**src/rtl/prt_dump_uart_tx.sv**
```systemverilog
// Snapshots the four prtregs probe words on a trigger and sends them as a framed 8N1 UART stream.
// Optional XOR checksum byte appended when PRT_DUMP_CHKSUM_EN is defined.
module prt_dump_uart_tx #(
  parameter int CLKS_PER_BIT = 434
) (
  input  logic        clk,
  input  logic        reset,
  input  logic [31:0] prtregs1_i,
  input  logic [31:0] prtregs2_i,
  input  logic [31:0] prtregs3_i,
  input  logic [31:0] prtregs4_i,
  input  logic        trigger_i,
  output logic        uart_txd_o,
  output logic        busy_o,
  output logic        done_o
);

  localparam int BAUD_W = (CLKS_PER_BIT > 1) ? $clog2(CLKS_PER_BIT) : 1;
  localparam logic [BAUD_W-1:0] BAUD_LAST = BAUD_W'(CLKS_PER_BIT - 1);
`ifdef PRT_DUMP_CHKSUM_EN
  localparam logic [4:0] LAST_BYTE = 5'd17;
`else
  localparam logic [4:0] LAST_BYTE = 5'd16;
`endif

  typedef enum logic [1:0] {IDLE, START, DATA, STOP} state_t;

  state_t              state_reg, state_next;
  logic [BAUD_W-1:0]   baud_reg, baud_next;
  logic [2:0]          bit_reg, bit_next;
  logic [4:0]          byte_reg, byte_next;
  logic [127:0]        snap_reg, snap_next;
  logic                txd_reg, txd_next;
  logic                busy_reg, busy_next;
  logic                done_reg, done_next;
  logic [7:0]          frame_bytes [0:31];
  logic [7:0]          cur_byte;
  logic [2:0]          bit_inc;
  logic                baud_wrap;

  genvar gi;

  // Byte 0 is the sync marker; bytes 1..16 are the snapshot, most significant byte first.
  assign frame_bytes[0] = 8'hA5;
  generate
    for (gi = 0; gi < 16; gi++) begin : g_data
      assign frame_bytes[gi+1] = snap_reg[127-8*gi -: 8];
    end
  endgenerate

`ifdef PRT_DUMP_CHKSUM_EN
  logic [7:0] chk_reg, chk_next;
  assign frame_bytes[17] = chk_reg;
  generate
    for (gi = 18; gi < 32; gi++) begin : g_pad
      assign frame_bytes[gi] = 8'h00;
    end
  endgenerate
`else
  generate
    for (gi = 17; gi < 32; gi++) begin : g_pad
      assign frame_bytes[gi] = 8'h00;
    end
  endgenerate
`endif

  assign cur_byte  = frame_bytes[byte_reg];
  assign bit_inc   = bit_reg + 3'd1;
  assign baud_wrap = (baud_reg == BAUD_LAST);

  always_ff @(posedge clk) begin
    if (reset) begin
      state_reg <= IDLE;
      baud_reg  <= '0;
      bit_reg   <= '0;
      byte_reg  <= '0;
      snap_reg  <= '0;
      txd_reg   <= 1'b1;
      busy_reg  <= 1'b0;
      done_reg  <= 1'b0;
`ifdef PRT_DUMP_CHKSUM_EN
      chk_reg   <= '0;
`endif
    end else begin
      state_reg <= state_next;
      baud_reg  <= baud_next;
      bit_reg   <= bit_next;
      byte_reg  <= byte_next;
      snap_reg  <= snap_next;
      txd_reg   <= txd_next;
      busy_reg  <= busy_next;
      done_reg  <= done_next;
`ifdef PRT_DUMP_CHKSUM_EN
      chk_reg   <= chk_next;
`endif
    end
  end

  // Outputs are the registered next values, so each bit starts on the edge that enters it.
  always_comb begin
    state_next = state_reg;
    baud_next  = baud_reg;
    bit_next   = bit_reg;
    byte_next  = byte_reg;
    snap_next  = snap_reg;
    txd_next   = txd_reg;
    busy_next  = busy_reg;
    done_next  = 1'b0;
`ifdef PRT_DUMP_CHKSUM_EN
    chk_next   = chk_reg;
`endif
    case (state_reg)
      IDLE: begin
        baud_next = '0;
        if (trigger_i) begin
          state_next = START;
          snap_next  = {prtregs1_i, prtregs2_i, prtregs3_i, prtregs4_i};
          byte_next  = '0;
          bit_next   = '0;
          txd_next   = 1'b0;
          busy_next  = 1'b1;
`ifdef PRT_DUMP_CHKSUM_EN
          chk_next   = '0;
`endif
        end
      end
      START: begin
        if (baud_wrap) begin
          baud_next  = '0;
          state_next = DATA;
          bit_next   = '0;
          txd_next   = cur_byte[0];
`ifdef PRT_DUMP_CHKSUM_EN
          if (byte_reg != 5'd0 && byte_reg != LAST_BYTE)
            chk_next = chk_reg ^ cur_byte;
`endif
        end else begin
          baud_next = baud_reg + BAUD_W'(1);
        end
      end
      DATA: begin
        if (baud_wrap) begin
          baud_next = '0;
          if (bit_reg == 3'd7) begin
            state_next = STOP;
            txd_next   = 1'b1;
          end else begin
            bit_next = bit_inc;
            txd_next = cur_byte[bit_inc];
          end
        end else begin
          baud_next = baud_reg + BAUD_W'(1);
        end
      end
      STOP: begin
        if (baud_wrap) begin
          baud_next = '0;
          if (byte_reg < LAST_BYTE) begin
            state_next = START;
            byte_next  = byte_reg + 5'd1;
            txd_next   = 1'b0;
          end else begin
            state_next = IDLE;
            txd_next   = 1'b1;
            busy_next  = 1'b0;
            done_next  = 1'b1;
          end
        end else begin
          baud_next = baud_reg + BAUD_W'(1);
        end
      end
      default: state_next = IDLE;
    endcase
  end

  assign uart_txd_o = txd_reg;
  assign busy_o     = busy_reg;
  assign done_o     = done_reg;

endmodule

```
**config.mk**
```make
export PLATFORM = sky130hd
export DESIGN_NAME = prt_dump_uart_tx
export DESIGN_NICKNAME = d
export VERILOG_FILES = /design/src/rtl/prt_dump_uart_tx.sv
export SDC_FILE = /design/constraint.sdc
export NUM_CORES = 1
export LEC_CHECK = 0
export ABC_AREA = 1
export CORE_MARGIN = 4
export CORE_UTILIZATION = 49
export DETAILED_ROUTE_END_ITERATION = 7
export PLACE_DENSITY = 0.76
export SLEW_MARGIN = 10
export SYNTH_ARGS = -nofsm -noshare
export SYNTH_HDL_FRONTEND = slang
export SYNTH_SLANG_ARGS = --single-unit
```
**constraint.sdc**
```tcl
create_clock -name clk -period 2.8 [get_ports clk]
set_clock_uncertainty 0.05 [all_clocks]
set_input_delay 0.56 -clock clk [delete_from_list [all_inputs] [get_ports clk]]
set_output_delay 0.56 -clock clk [all_outputs]
set_load 0.01 [all_outputs]
```
==> results of run 1 <==
[worst max path at each step]
stage                 start           end  slack (ns)  cells after the start
2_1_floorplan  state_reg[0]  snap_reg[45]        1.15                      7
3_3_place_gp      trigger_i  snap_reg[33]        0.56                      5
3_5_place_dp    byte_reg[0]    uart_txd_o        0.55                     16
4_1_cts         byte_reg[0]    uart_txd_o        0.53                     12
5_1_grt         byte_reg[0]    uart_txd_o        0.29                     16
6_report        byte_reg[0]    uart_txd_o        0.52                     12
[power by group]
part           switching [mW]  internal (mW)  leakage [nW]
combinational            1.18          0.791          2.13
sequential              0.234           2.68          1.24
clock                   0.846           1.24         0.261
total                    2.26           4.71          3.63
[per-layer routing]
layer	GRT usage [%]	wire length, um	vias to the layer above
li1	-	-	3459
met1	31.9	8460	3024
met2	36.9	8540	214
met3	4.63	1270	24
met4	8.01	323	0
met5	0	0	-
[critical path: cells and delay by family (launching register included)]
kind            cells  cell delay (ns)
buf+inv             1             0.71
simple gates        8             0.64
compound gates      3             0.46
flops               1             0.32
[final cells by class]
cell class,count,area (um2)
sequential,150,3000
fill,1243,4950
tap,180,225
inverter,123,462
clock buffer,23,458
timing repair buffer,152,1540
multi-input combinational,658,3110
clock inverter,9,78.8
[per-stage QoR]
step                      utilization, %  cells
after floorplan                        -    999
after global placement              60.3   1263
after detailed placement            60.3   1263
after CTS                           64.2   1295
after global routing                64.2   1295
final                               64.2   1295
[cells in the final DEF (no fill, tap or decap), types with 2 or more instances in the layout]
master           count
a211oi_1             3
a21oi_1            114
buf_12               5
buf_4               14
clkbuf_1             5
clkbuf_16           17
clkdlybuf4s50_1    133
clkinv_1             4
clkinv_2             5
clkinvlp_4           2
dfxtp_1            149
ha_1                 9
inv_1              116
inv_2                3
nand2_1            144
nand3_1             92
nand4_1              6
nor2_1             116
nor3_1               4
nor3b_1              2
o211ai_1             9
o21ai_0            145
o21ai_1              4
o21ai_2              2
[logic make-up after synthesis]
group                      synth area share (%)
buffers and inverters                      11.4
DFF                                        43.5
adders and majority gates                  1.63
and+or+nand+nor                            22.2
xor gates and xnor gates                  0.254
AOI/OAI and AO/OA                          21.0
==> flow_metrics.env, run 1 <==
export IMPL_status="finished clean"
export IMPL_cellLeakagePower_nw=3.63
export IMPL_power_mw=6.96
export IMPL_cts_tree="yes"
export IMPL_largest_reg_flops=128
export IMPL_clk_latency_ns=0.42
export IMPL_setup_viol=0
export IMPL_die_h_um=127
export IMPL_max_clock_path_buffers=2
export IMPL_drt_iter0_drc=687
export IMPL_drive_gt1_share_pct=4.93
export IMPL_synthCells=999
export IMPL_antenna_found_initial=0
export IMPL_max_stage_delay_ns=0.71
export IMPL_setup_tns_final_ns=0
export IMPL_post_route_drc_count=0
export IMPL_vias=6721
export IMPL_start_kind="flop"
export IMPL_die_w_um=127
export IMPL_synth_common_cells="150 x dfxtp_1, 145 x nand2_1, 145 x o21ai_0"
export IMPL_ioPinCount=134
export IMPL_critPathSlowestCell="inv_2"
export IMPL_path_class="flop to flop"
export IMPL_holdWs_ns=0.402
export IMPL_synthToLayoutAreaGrowth_pct=28.7
export IMPL_hpwlAfterDp_mm=13.1
export IMPL_wl_mm=18.6
export IMPL_cts_hold_buf=0
export IMPL_row_count=43
export IMPL_r2r_end="uart_txd_o"
export IMPL_netlist_area_um2=6900
export IMPL_finalCritPeriodShare_pct=81.6
export IMPL_r2r_slack_ns=0.52
export IMPL_postPlaceCellArea_um2=8340
export IMPL_globalplace_congestion=0.894
export IMPL_min_period_ns=2.28
export IMPL_grt_usage_pct=23.3
export IMPL_yosysMostFrequentCell="dfxtp_1"
export IMPL_syn_num_nets=1139
export IMPL_report_final_slew_viol_count=0
export IMPL_synth_edf_count=0
export IMPL_final_cell_area_um2=8880
export IMPL_io_buffers=133
export IMPL_clock_root_buffer="clkbuf_16"
export IMPL_grt_start_max_net_pins=102
export IMPL_coreArea_um2=13800
export IMPL_async_flop_share_pct=0
export IMPL_holdPathEnd="snap_reg[65]"
export IMPL_reg2reg_depth=12
export IMPL_peakVddDrop_mv=0.444
export IMPL_overflow=0
export IMPL_ys_top_cells_by_area="dfxtp_1 44%, o21ai_0 11%, a21oi_1 8.3%"
export IMPL_cp_max_fo=57
export IMPL_routed_via_density=5.19
export IMPL_path_clk_slew_ns=0.06
export IMPL_fmax_mhz=438
export IMPL_worstSetupEndpointType="flop"
export IMPL_synth_top_area_cell="dfxtp_1"
export IMPL_synth_avg_cell_area_um2=6.90
export IMPL_num_nets_final=1242
export IMPL_post_place_ws_ns=0.553
export IMPL_initial_core_util_pct=49.9
export IMPL_ys_types=29
export IMPL_dr_pass1_iters=6
export IMPL_p_per_area_nw_per_um2=784
export IMPL_r2r_start="byte_reg[0]"
export IMPL_yosysSeqAreaShare_pct=43.5
export IMPL_tightest_slew_ns=0.989
export IMPL_min_delay_start="snap_reg[65]"
export IMPL_timing_slew_headroom_pct=33.9
export IMPL_cts_setup_buffers=0
export IMPL_ctsHtreeMaxLevel=4
export IMPL_first_global_vias=6368
export IMPL_yosys_area_top_type_share_pct=43.5
export IMPL_cp_cell_sequence="inv_2, a21oi_1, o21ai_1, nand3_1, nand3_1, nand3_1, nand3_1, nand2_1, a21oi_1, nand2_1, nand2_1, nand2_1"
export IMPL_hold_viol=0
export IMPL_ys_flop_type="dfxtp_1"
export IMPL_worstPathRequired_ns=3.06
export IMPL_clock_sinks=150
export IMPL_ant_nets=0
export IMPL_cts_resized=0
export IMPL_yosys_warnings=0
export IMPL_ys_seq_elements=150
export IMPL_worstPathArrival_ns=2.55
export IMPL_setup_ws_ns=0.516
export IMPL_hold_path_depth=2
export IMPL_rsz0062_at_grt="false"
export IMPL_min_path_type="flop to flop"
export IMPL_grt_pass1_wl_mm=30.4
export IMPL_cts_buffers=17
export IMPL_drv_cap=0
export IMPL_antenna_cells=0
export IMPL_die_area_um2=16000
export IMPL_wl_per_cell_um=14.4
No activity file was read; power rests on OpenSTA's default activity.
==> inputs of run 2 (changes only) <==
--- a/config.mk
+++ b/config.mk
@@ -7,7 +7,7 @@
 export LEC_CHECK = 0
 export ABC_AREA = 1
 export CORE_MARGIN = 4
-export CORE_UTILIZATION = 49
+export CORE_UTILIZATION = 47
 export DETAILED_ROUTE_END_ITERATION = 7
 export PLACE_DENSITY = 0.76
 export SLEW_MARGIN = 10
==> constraint.sdc (replaced) <==
create_clock -name clk -period 1.9 [get_ports clk]
set_clock_uncertainty 0.05 [all_clocks]
set_input_delay 0.38 -clock clk [delete_from_list [all_inputs] [get_ports clk]]
set_output_delay 0.38 -clock clk [all_outputs]
set_load 0.01 [all_outputs]
==> flow_metrics.env, run 2 (synthesis gave the netlist of run 1 again) <==
export IMPL_setup_viol=0
export IMPL_timing_slew_headroom_pct=74.1
export IMPL_dp_cells=1285
export IMPL_rsz0062_at_grt="true"
export IMPL_instances_no_fill=1319
export IMPL_hpwlAfterDp_mm=13.5
export IMPL_vias=6872
export IMPL_ctsHtreeMaxLevel=4
export IMPL_clock_sinks=150
export IMPL_row_count=44
export IMPL_post_route_drc_count=6
export IMPL_cts_resized=0
export IMPL_wl_per_cell_um=14.5
export IMPL_min_period_ns=1.79
export IMPL_cellLeakagePower_nw=3.82
export IMPL_worstSetupEndpointType="flop"
export IMPL_clock_root_buffer="clkbuf_16"
export IMPL_violations="design-rule violations"
export IMPL_worstPathRequired_ns=2.17
export IMPL_die_h_um=129
export IMPL_post_place_ws_ns=0.00766
export IMPL_grt_start_max_net_pins=80
export IMPL_r2r_slack_ns=0.11
export IMPL_antenna_cells=0
export IMPL_cp_max_fo=12
export IMPL_coreArea_um2=14500
export IMPL_ant_nets=0
export IMPL_cts_setup_buffers=0
export IMPL_peakVddDrop_mv=0.713
export IMPL_max_clock_path_buffers=2
export IMPL_drv_cap=0
export IMPL_critPathSlowestCell="dfxtp_4"
export IMPL_cts_hold_buf=0
export IMPL_setup_ws_ns=0.114
export IMPL_clk_latency_ns=0.43
export IMPL_die_area_um2=16700
export IMPL_min_path_type="flop to flop"
export IMPL_max_stage_delay_ns=0.41
export IMPL_finalCritPeriodShare_pct=94.0
export IMPL_dr_pass1_iters=8
export IMPL_overflow=0
export IMPL_status="complete, but fails checks"
export IMPL_path_clk_slew_ns=0.06
export IMPL_cts_tree="yes"
export IMPL_die_w_um=129
export IMPL_initial_core_util_pct=47.6
export IMPL_cpLargestDelayFamily="simple AND/OR/NAND/NOR gates"
export IMPL_synthToLayoutAreaGrowth_pct=34.7
export IMPL_io_buffers=133
export IMPL_p_per_area_nw_per_um2=1170
export IMPL_path_class="flop to flop"
export IMPL_drt_iter0_drc=691
export IMPL_globalplace_congestion=0.896
export IMPL_start_kind="flop"
export IMPL_drive_gt1_share_pct=8.11
export IMPL_cp_cell_sequence="buf_4, nand2_1, nand3_1, nand3_1, a21oi_2, nor2_1, nor2_1, nor2_1, nand2_1, nand2_1, nand2_1, nand2_1, nand2_1, nand2_1"
export IMPL_grt_pass1_wl_mm=30.5
export IMPL_hold_viol=0
export IMPL_cts_buffers=17
export IMPL_tightest_slew_ns=0.388
export IMPL_first_global_vias=6397
export IMPL_ioPinCount=134
export IMPL_num_nets_final=1262
export IMPL_antenna_found_initial=0
export IMPL_worst_path_buf_inv=1
export IMPL_fmax_mhz=560
export IMPL_report_final_slew_viol_count=0
export IMPL_wl_mm=19.2
export IMPL_final_common_cell="dfxtp_1"
export IMPL_postPlaceCellArea_um2=8540
export IMPL_largest_reg_flops=128
export IMPL_grt_usage_pct=22.9
export IMPL_routed_via_density=5.21
export IMPL_layout_common_cells="145 x dfxtp_1, 143 x o21ai_0, 140 x nand2_1"
export IMPL_final_cell_area_um2=9290
export IMPL_worstPathArrival_ns=2.06
export IMPL_setup_tns_final_ns=0
export IMPL_cp_common_cell="nand2_1"
## run 2: cell count changes in the layout (fill, tap and decap cells not counted), sizes merged
cell	change
bufinv	+2
clkinv	-3
clkbuf	+4
buf	+18
clkinvlp	-1
## run 2: path summary, 6_finish.rpt
kind | from | to | depth (start not counted)
min reg2reg | baud_reg[0] | baud_reg[0] | 1
min | baud_reg[0] | baud_reg[0] | 1
max | byte_reg[0] | uart_txd_o | 14
max reg2reg | byte_reg[0] | uart_txd_o | 14
## run 2: metal layers
metal  wire length [um]  vias up  global-route usage (%)
li1                   -     3494                       -
met1               8600     3127                    31.0
met2               9020      226                    36.7
met3               1230       25                    4.49
met4                325        0                    7.84
met5                  0        -                       0
## run 2: cell type report
cell class | instances | area, um2
Clock buffer | 25 | 505
Clock inverter | 7 | 116
Sequential cell | 150 | 3010
Timing Repair Buffer | 172 | 1800
Multi-Input combinational cell | 658 | 3150
Fill cell | 1274 | 5190
Inverter | 123 | 469
Tap cell | 184 | 230
## run 2: report_power, final
group          internal [mW]  switching, mW
Clock                   2.24           1.28
Sequential              3.95          0.342
Combinational           1.26           1.78
## run 2: through the flow
step           utilization (%)  total power, mW  hold slack, ns
6_report                  64.1             10.9           0.386
5_1_grt                   64.1             11.5           0.412
4_1_cts                   63.3             10.8           0.402
3_5_place_dp              59.0             7.29           0.394
3_3_place_gp              59.0             7.21           0.389
2_1_floorplan                -             6.22           0.374
==> inputs of run 3 (changes only) <==
--- a/config.mk
+++ b/config.mk
@@ -6,6 +6,7 @@
 export NUM_CORES = 1
 export LEC_CHECK = 0
 export ABC_AREA = 1
+export ABC_CLOCK_PERIOD_IN_PS = 1900
 export CORE_MARGIN = 4
 export CORE_UTILIZATION = 47
 export DETAILED_ROUTE_END_ITERATION = 7
==> results of run 3 <==
Final layout, timing and power as in run 2 (identical DEF).
